<file path="src/rtl/fp_align_stage2.sv">
// fp_align_stage2: orders operands, aligns the smaller significand with guard/round/sticky,
// flags NaN/Inf, and registers the bundle behind a 2-entry skid buffer.
module fp_align_stage2 #(
    parameter int MAN_W = 24,
    parameter int EXP_W = 8,
    parameter int GRS_W = 3
) (
    input  logic                     clk,
    input  logic                     rst,
    input  logic                     in_valid,
    output logic                     in_ready,
    input  logic                     A_sign,
    input  logic                     B_sign_eff,
    input  logic [EXP_W-1:0]         A_exp,
    input  logic [EXP_W-1:0]         B_exp,
    input  logic [MAN_W-1:0]         A_man,
    input  logic [MAN_W-1:0]         B_man,
    input  logic [EXP_W-1:0]         exp_diff,
    input  logic                     A_bigger,
    output logic                     out_valid,
    input  logic                     out_ready,
    output logic                     big_sign,
    output logic                     eff_sub,
    output logic [EXP_W-1:0]         res_exp,
    output logic [MAN_W+GRS_W-1:0]   big_man,
    output logic [MAN_W+GRS_W-1:0]   small_man,
    output logic                     swapped,
    output logic                     is_nan,
    output logic                     is_inf
);
    localparam int FW = MAN_W + GRS_W;

    typedef struct packed {
        logic             big_sign;
        logic             eff_sub;
        logic [EXP_W-1:0] res_exp;
        logic [FW-1:0]    big_man;
        logic [FW-1:0]    small_man;
        logic             swapped;
        logic             is_nan;
        logic             is_inf;
    } bundle_t;

    logic             sel_a, a_nan, b_nan, a_inf, b_inf, one_den, lost;
    logic [EXP_W-1:0] shamt;
    logic [MAN_W-1:0] sm;
    logic [FW-1:0]    ext, mask;
    bundle_t          in_b;

    always_comb begin
        a_nan  = (&A_exp) && (|A_man[MAN_W-2:0]);
        b_nan  = (&B_exp) && (|B_man[MAN_W-2:0]);
        a_inf  = (&A_exp) && !(|A_man[MAN_W-2:0]);
        b_inf  = (&B_exp) && !(|B_man[MAN_W-2:0]);
        sel_a  = (A_exp != B_exp) ? A_bigger : (A_man >= B_man);
        sm     = sel_a ? B_man : A_man;
        // a denormal's effective exponent is 1, so one shift fewer is needed
        one_den = (A_exp == '0) ^ (B_exp == '0);
        shamt  = exp_diff - EXP_W'(one_den);
        ext    = {sm, {GRS_W{1'b0}}};
        mask   = ~({FW{1'b1}} << shamt);
        lost   = |(ext & mask);
        in_b.big_sign  = sel_a ? A_sign : B_sign_eff;
        in_b.eff_sub   = A_sign ^ B_sign_eff;
        in_b.res_exp   = sel_a ? A_exp : B_exp;
        in_b.big_man   = {(sel_a ? A_man : B_man), {GRS_W{1'b0}}};
        in_b.small_man = (shamt >= EXP_W'(FW)) ? {{(FW-1){1'b0}}, |sm}
                                               : (ext >> shamt) | {{(FW-1){1'b0}}, lost};
        in_b.swapped   = !sel_a;
        in_b.is_nan    = a_nan || b_nan || (a_inf && b_inf && (A_sign ^ B_sign_eff));
        in_b.is_inf    = (a_inf || b_inf) && !in_b.is_nan;
    end

    bundle_t main_q, main_d, skid_q, skid_d;
    logic    main_v_q, main_v_d, skid_v_q, skid_v_d, in_ready_q;
    logic    acc, drain;

    always_comb begin
        acc      = in_valid && in_ready_q;
        drain    = main_v_q && out_ready;
        main_d   = main_q;
        main_v_d = main_v_q;
        skid_d   = skid_q;
        skid_v_d = skid_v_q;
        if (!main_v_q || drain) begin
            main_v_d = skid_v_q || acc;
            main_d   = skid_v_q ? skid_q : (acc ? in_b : main_q);
            skid_v_d = skid_v_q && acc;
            skid_d   = (skid_v_q && acc) ? in_b : skid_q;
        end else if (acc) begin
            skid_v_d = 1'b1;
            skid_d   = in_b;
        end
    end

    always_ff @(posedge clk) begin
        if (!rst) begin
            main_q     <= '0;
            skid_q     <= '0;
            main_v_q   <= 1'b0;
            skid_v_q   <= 1'b0;
            in_ready_q <= 1'b1;
        end else begin
            main_q     <= main_d;
            skid_q     <= skid_d;
            main_v_q   <= main_v_d;
            skid_v_q   <= skid_v_d;
            in_ready_q <= !skid_v_d;
        end
    end

    assign in_ready  = in_ready_q;
    assign out_valid = main_v_q;
    assign big_sign  = main_q.big_sign;
    assign eff_sub   = main_q.eff_sub;
    assign res_exp   = main_q.res_exp;
    assign big_man   = main_q.big_man;
    assign small_man = main_q.small_man;
    assign swapped   = main_q.swapped;
    assign is_nan    = main_q.is_nan;
    assign is_inf    = main_q.is_inf;
endmodule
</file>
<file path="config.mk">
export PLATFORM = sky130hd
export DESIGN_NAME = fp_align_stage2
export DESIGN_NICKNAME = d
export VERILOG_FILES = /design/src/rtl/fp_align_stage2.sv
export SDC_FILE = /design/constraint.sdc
export NUM_CORES = 1
export LEC_CHECK = 0
export CAP_MARGIN = 30
export CORE_ASPECT_RATIO = 0.6
export CORE_MARGIN = 2
export CORE_UTILIZATION = 50
export CTS_BUF_LIST = sky130_fd_sc_hd__clkbuf_4 sky130_fd_sc_hd__clkbuf_8 sky130_fd_sc_hd__clkbuf_16
export DETAILED_ROUTE_END_ITERATION = 6
export PLACE_DENSITY_LB_ADDON = 0.3
export SETUP_SLACK_MARGIN = 0.3
export SYNTH_ARGS = -nofsm -noshare
export SYNTH_HDL_FRONTEND = slang
export SYNTH_SLANG_ARGS = --single-unit
</file>
<file path="constraint.sdc">
create_clock -name clk -period 4.75 [get_ports clk]
set_input_delay 0.7125 -clock clk [delete_from_list [all_inputs] [get_ports clk]]
set_output_delay 0.7125 -clock clk [all_outputs]
set_load 0.02 [all_outputs]
</file>
==> run_summary.xml <==
<?xml version="1.0" encoding="UTF-8"?>
<metrics>
  <group name="status">
    <metric name="outcome" unit="">finished, violations left</metric>
    <metric name="violated_checks" unit="">design-rule violations</metric>
  </group>
  <group name="global_routing">
    <metric name="met1_usage" unit="">0.622</metric>
    <metric name="grt_use_total" unit="">0.482</metric>
    <metric name="grt_use_met3" unit="">0.252</metric>
    <metric name="gr_met2_demand_resource" unit="">0.680</metric>
    <metric name="grt_max_degree" unit="">118</metric>
    <metric name="grt.busiest_layer" unit="">met2</metric>
    <metric name="grt_pass1_vias" unit="">12920</metric>
    <metric name="grt_pass1_wl" unit="mm">78.3</metric>
    <metric name="grt.overflow.total" unit="">0</metric>
    <metric name="grt_antenna_before_repair" unit="">3</metric>
  </group>
  <group name="sta">
    <metric name="timing.clock.skew" unit="ps">10.1</metric>
    <metric name="timing.fmax" unit="MHz">216</metric>
    <metric name="final-max-slew-violation-count" unit="">0</metric>
    <metric name="post-route-period-util" unit="">0.974</metric>
    <metric name="unrepaired_setup_endpoints_after_global_routing" unit="">yes</metric>
    <metric name="timing.final.crit_period" unit="ps">4620</metric>
    <metric name="finalHoldWorstSlack" unit="ps">452</metric>
    <metric name="timing.final.hold_violations" unit="">0</metric>
    <metric name="fin_setup_tns" unit="ps">0</metric>
    <metric name="timing.slew.headroom" unit="">0.370</metric>
    <metric name="slew_at_the_pin_with_the_worst_max_slew_slack" unit="ps">944</metric>
    <metric name="finalSetupViolCount" unit="">0</metric>
  </group>
  <group name="routing">
    <metric name="detail_route.first_pass.iterations" unit="">7</metric>
    <metric name="drt_wl_total" unit="mm">54.9</metric>
    <metric name="post-route-drc-count" unit="">124</metric>
    <metric name="dr_total_vias" unit="">14353</metric>
    <metric name="first_iteration_detailed_routing_drc_count" unit="">2841</metric>
    <metric name="vias_per_cell" unit="">6.92</metric>
    <metric name="drtAntennaViolNets" unit="">0</metric>
    <metric name="wire_per_inst" unit="um">26.5</metric>
  </group>
  <group name="floorplanning">
    <metric name="die_height" unit="um">115</metric>
    <metric name="chipWidth" unit="um">189</metric>
    <metric name="start_util" unit="">0.512</metric>
    <metric name="design.die.area" unit="um^2">21800</metric>
    <metric name="io_pins" unit="">148</metric>
    <metric name="core_area" unit="um^2">20100</metric>
    <metric name="row_cnt" unit="">40</metric>
  </group>
  <group name="setup_path">
    <metric name="critical_path.endpoint" unit="">small_man[0]</metric>
    <metric name="critical_path_peak_fanout" unit="">5</metric>
    <metric name="worst_r2r_path_depth" unit="">5</metric>
    <metric name="rr_startpoint" unit="">out_valid</metric>
    <metric name="crit_path_end_kind" unit="">register</metric>
    <metric name="worst-setup-path-type" unit="">input pin to register</metric>
    <metric name="worst_setup_path_start_kind" unit="">input pin</metric>
    <metric name="reg2reg_to" unit="">res_exp[4]</metric>
    <metric name="start_point_of_the_critical_path" unit="">B_man[20]</metric>
    <metric name="critical_path_required" unit="ps">5060</metric>
    <metric name="setup.reg_to_reg.worst_slack" unit="ps">2390</metric>
    <metric name="wp_data_arrival" unit="ps">4940</metric>
  </group>
  <group name="run">
    <metric name="cap_violations" unit="">0</metric>
  </group>
  <group name="synth">
    <metric name="netlist-cell-type-count" unit="">91</metric>
    <metric name="yosysSeqAreaShare" unit="">0.255</metric>
    <metric name="netlist_area" unit="um^2">10300</metric>
    <metric name="synthesis.yosys.warnings" unit="">0</metric>
    <metric name="number_of_flip_flops_and_latches_in_the_synthesized_netlist" unit="">131</metric>
    <metric name="synth_enable_flop_cells" unit="">0</metric>
    <metric name="postSynth.asyncResetShare" unit="">0</metric>
    <metric name="avgSynthCellArea" unit="um^2">7.29</metric>
    <metric name="synthesis.instances" unit="">1414</metric>
    <metric name="synthFlopType" unit="">sky130_fd_sc_hd__dfxtp_1</metric>
  </group>
  <group name="cts">
    <metric name="clock_path_buffers" unit="">2</metric>
    <metric name="cts.root.buffer_cell" unit="">sky130_fd_sc_hd__clkbuf_16</metric>
    <metric name="tritoncts.num_buffers" unit="">17</metric>
    <metric name="cts.clk_slew.worst_paths" unit="ps">60</metric>
    <metric name="clkLatencyLatePin" unit="ps">440</metric>
    <metric name="cts_tree" unit="">yes</metric>
    <metric name="h-tree-depth" unit="">4</metric>
    <metric name="numClockSinks" unit="">131</metric>
    <metric name="holdBufCountCts" unit="">0</metric>
  </group>
  <group name="worst_hold_path">
    <metric name="min_from" unit="">big_man[12]</metric>
    <metric name="hold_class" unit="">register to register</metric>
  </group>
  <group name="finish">
    <metric name="insertedDiodeCount" unit="">0</metric>
    <metric name="area_delta_synth_final" unit="%">48.4</metric>
    <metric name="fin_nets" unit="">1892</metric>
    <metric name="final_layout_size_suffix_gt1_frac" unit="">0.279</metric>
    <metric name="final_cell_mix" unit="">sky130_fd_sc_hd__buf_4 (313), sky130_fd_sc_hd__nand2_1 (209), sky130_fd_sc_hd__nor2_1 (148)</metric>
    <metric name="finalCoreUtilization" unit="">0.760</metric>
    <metric name="final_common_cell" unit="">sky130_fd_sc_hd__buf_4</metric>
  </group>
  <group name="power_and_ir_drop">
    <metric name="cellPowerDensity" unit="nW/um^2">255</metric>
    <metric name="finalPower" unit="mW">3.90</metric>
    <metric name="p_leak" unit="nW">6.03</metric>
    <metric name="vdd.ir_drop.worst" unit="mV">0.276</metric>
  </group>
  <group name="place">
    <metric name="dpl.hpwl" unit="mm">40.3</metric>
    <metric name="port_buffers" unit="">144</metric>
    <metric name="globalplace.congestion" unit="">1.14</metric>
  </group>
</metrics>
## worst min-delay path by stage
stage	cells past startpoint	slack (ps)	to
5_1_grt	2	470	big_man[15]
3_5_place_dp	2	450	res_exp[3]
2_1_floorplan	2	430	skid_q[19]
6_report	2	450	big_man[12]
4_1_cts	2	460	big_man[12]
3_3_place_gp	2	440	big_man[11]
## kinds of logic after synthesis
logic type,synth area share
buffers and inverters,0.0675
AOI/OAI and AO/OA,0.310
muxes,0.0817
other,0.000364
xor gates and xnor gates,0.0145
adders and majority gates,0.0326
DFF,0.255
and+or+nand+nor,0.239
## per-stage QoR
stage	worst slack (ps)	instances	cell area [um^2]
2_1_floorplan	577	1416	10300
3_3_place_gp	-771	2024	14000
3_5_place_dp	-820	2024	14000
4_1_cts	300	2058	14800
5_1_grt	124	2073	15300
6_report	126	2073	15300
## state kept, by name (all words and copies together), names as in the netlist
signal     cells
res_exp        8
big_sign       1
swapped        1
big_man       24
small_man     27
is_nan         1
eff_sub        1
skid_v_q       1
is_inf         1
out_valid      1
skid_q        64
in_ready       1
## final cells by class
| class | count | area (um^2) |
|---|---|---|
| sequential | 131 | 2630 |
| clock buffer | 22 | 487 |
| timing repair buffer | 473 | 4020 |
| tap | 273 | 342 |
| inverter | 42 | 158 |
| multi-input combinational | 1122 | 7530 |
| clock inverter | 10 | 121 |
| fill | 1401 | 4840 |
## synth_stat cells (17+ instances only)
cell	n	area share
sky130_fd_sc_hd__dfxtp_1	131	0.25
sky130_fd_sc_hd__nand2_1	211	0.077
sky130_fd_sc_hd__a21oi_1	127	0.062
sky130_fd_sc_hd__clkbuf_1	85	0.031
sky130_fd_sc_hd__inv_1	42	0.015
sky130_fd_sc_hd__ha_1	26	0.032
sky130_fd_sc_hd__nor2_1	158	0.058
sky130_fd_sc_hd__nor3_1	41	0.020
sky130_fd_sc_hd__o21ai_0	84	0.041
sky130_fd_sc_hd__a211oi_1	52	0.038
sky130_fd_sc_hd__mux2i_1	47	0.046
sky130_fd_sc_hd__nor4_1	23	0.014
sky130_fd_sc_hd__nand3_1	41	0.020
sky130_fd_sc_hd__o211ai_1	17	0.012
## worst max-delay path: stages
cell,delay (ps)
sky130_fd_sc_hd__clkdlybuf4s50_1,680
sky130_fd_sc_hd__inv_1,140
sky130_fd_sc_hd__ha_1,300
sky130_fd_sc_hd__nand4_1,220
sky130_fd_sc_hd__buf_4,230
sky130_fd_sc_hd__o21ba_2,230
sky130_fd_sc_hd__nand3_2,120
sky130_fd_sc_hd__buf_4,170
sky130_fd_sc_hd__buf_4,120
sky130_fd_sc_hd__buf_4,130
sky130_fd_sc_hd__o31ai_1,100
sky130_fd_sc_hd__o21ai_0,290
sky130_fd_sc_hd__o211ai_1,300
sky130_fd_sc_hd__a2bb2oi_1,570
sky130_fd_sc_hd__a21oi_1,210
sky130_fd_sc_hd__o31ai_4,310
sky130_fd_sc_hd__o21ai_1,100
## what timing repair did
item                                    4_1_cts  5_1_grt
buffers inserted                              2       13
resized for setup                            68       95
cloned                                        0        1
endpoints found under the setup margin       53       46
endpoints found under the hold margin         0        0
pin swaps                                    25       34
## where the power goes
group / switching [mW] / total [mW] / internal [mW]
clock network: 0.516 / 1.35 / 0.838
registers: 0.0359 / 1.20 / 1.16
logic: 0.800 / 1.35 / 0.549
## routing by layer
metal / share of wire / up-vias
met1: 0.38 / 6590
met5: 0.0020 / -
li1: - / 5997
met4: 0.052 / 10
met2: 0.39 / 1394
met3: 0.18 / 362
No activity file was read; power rests on OpenSTA's default activity.
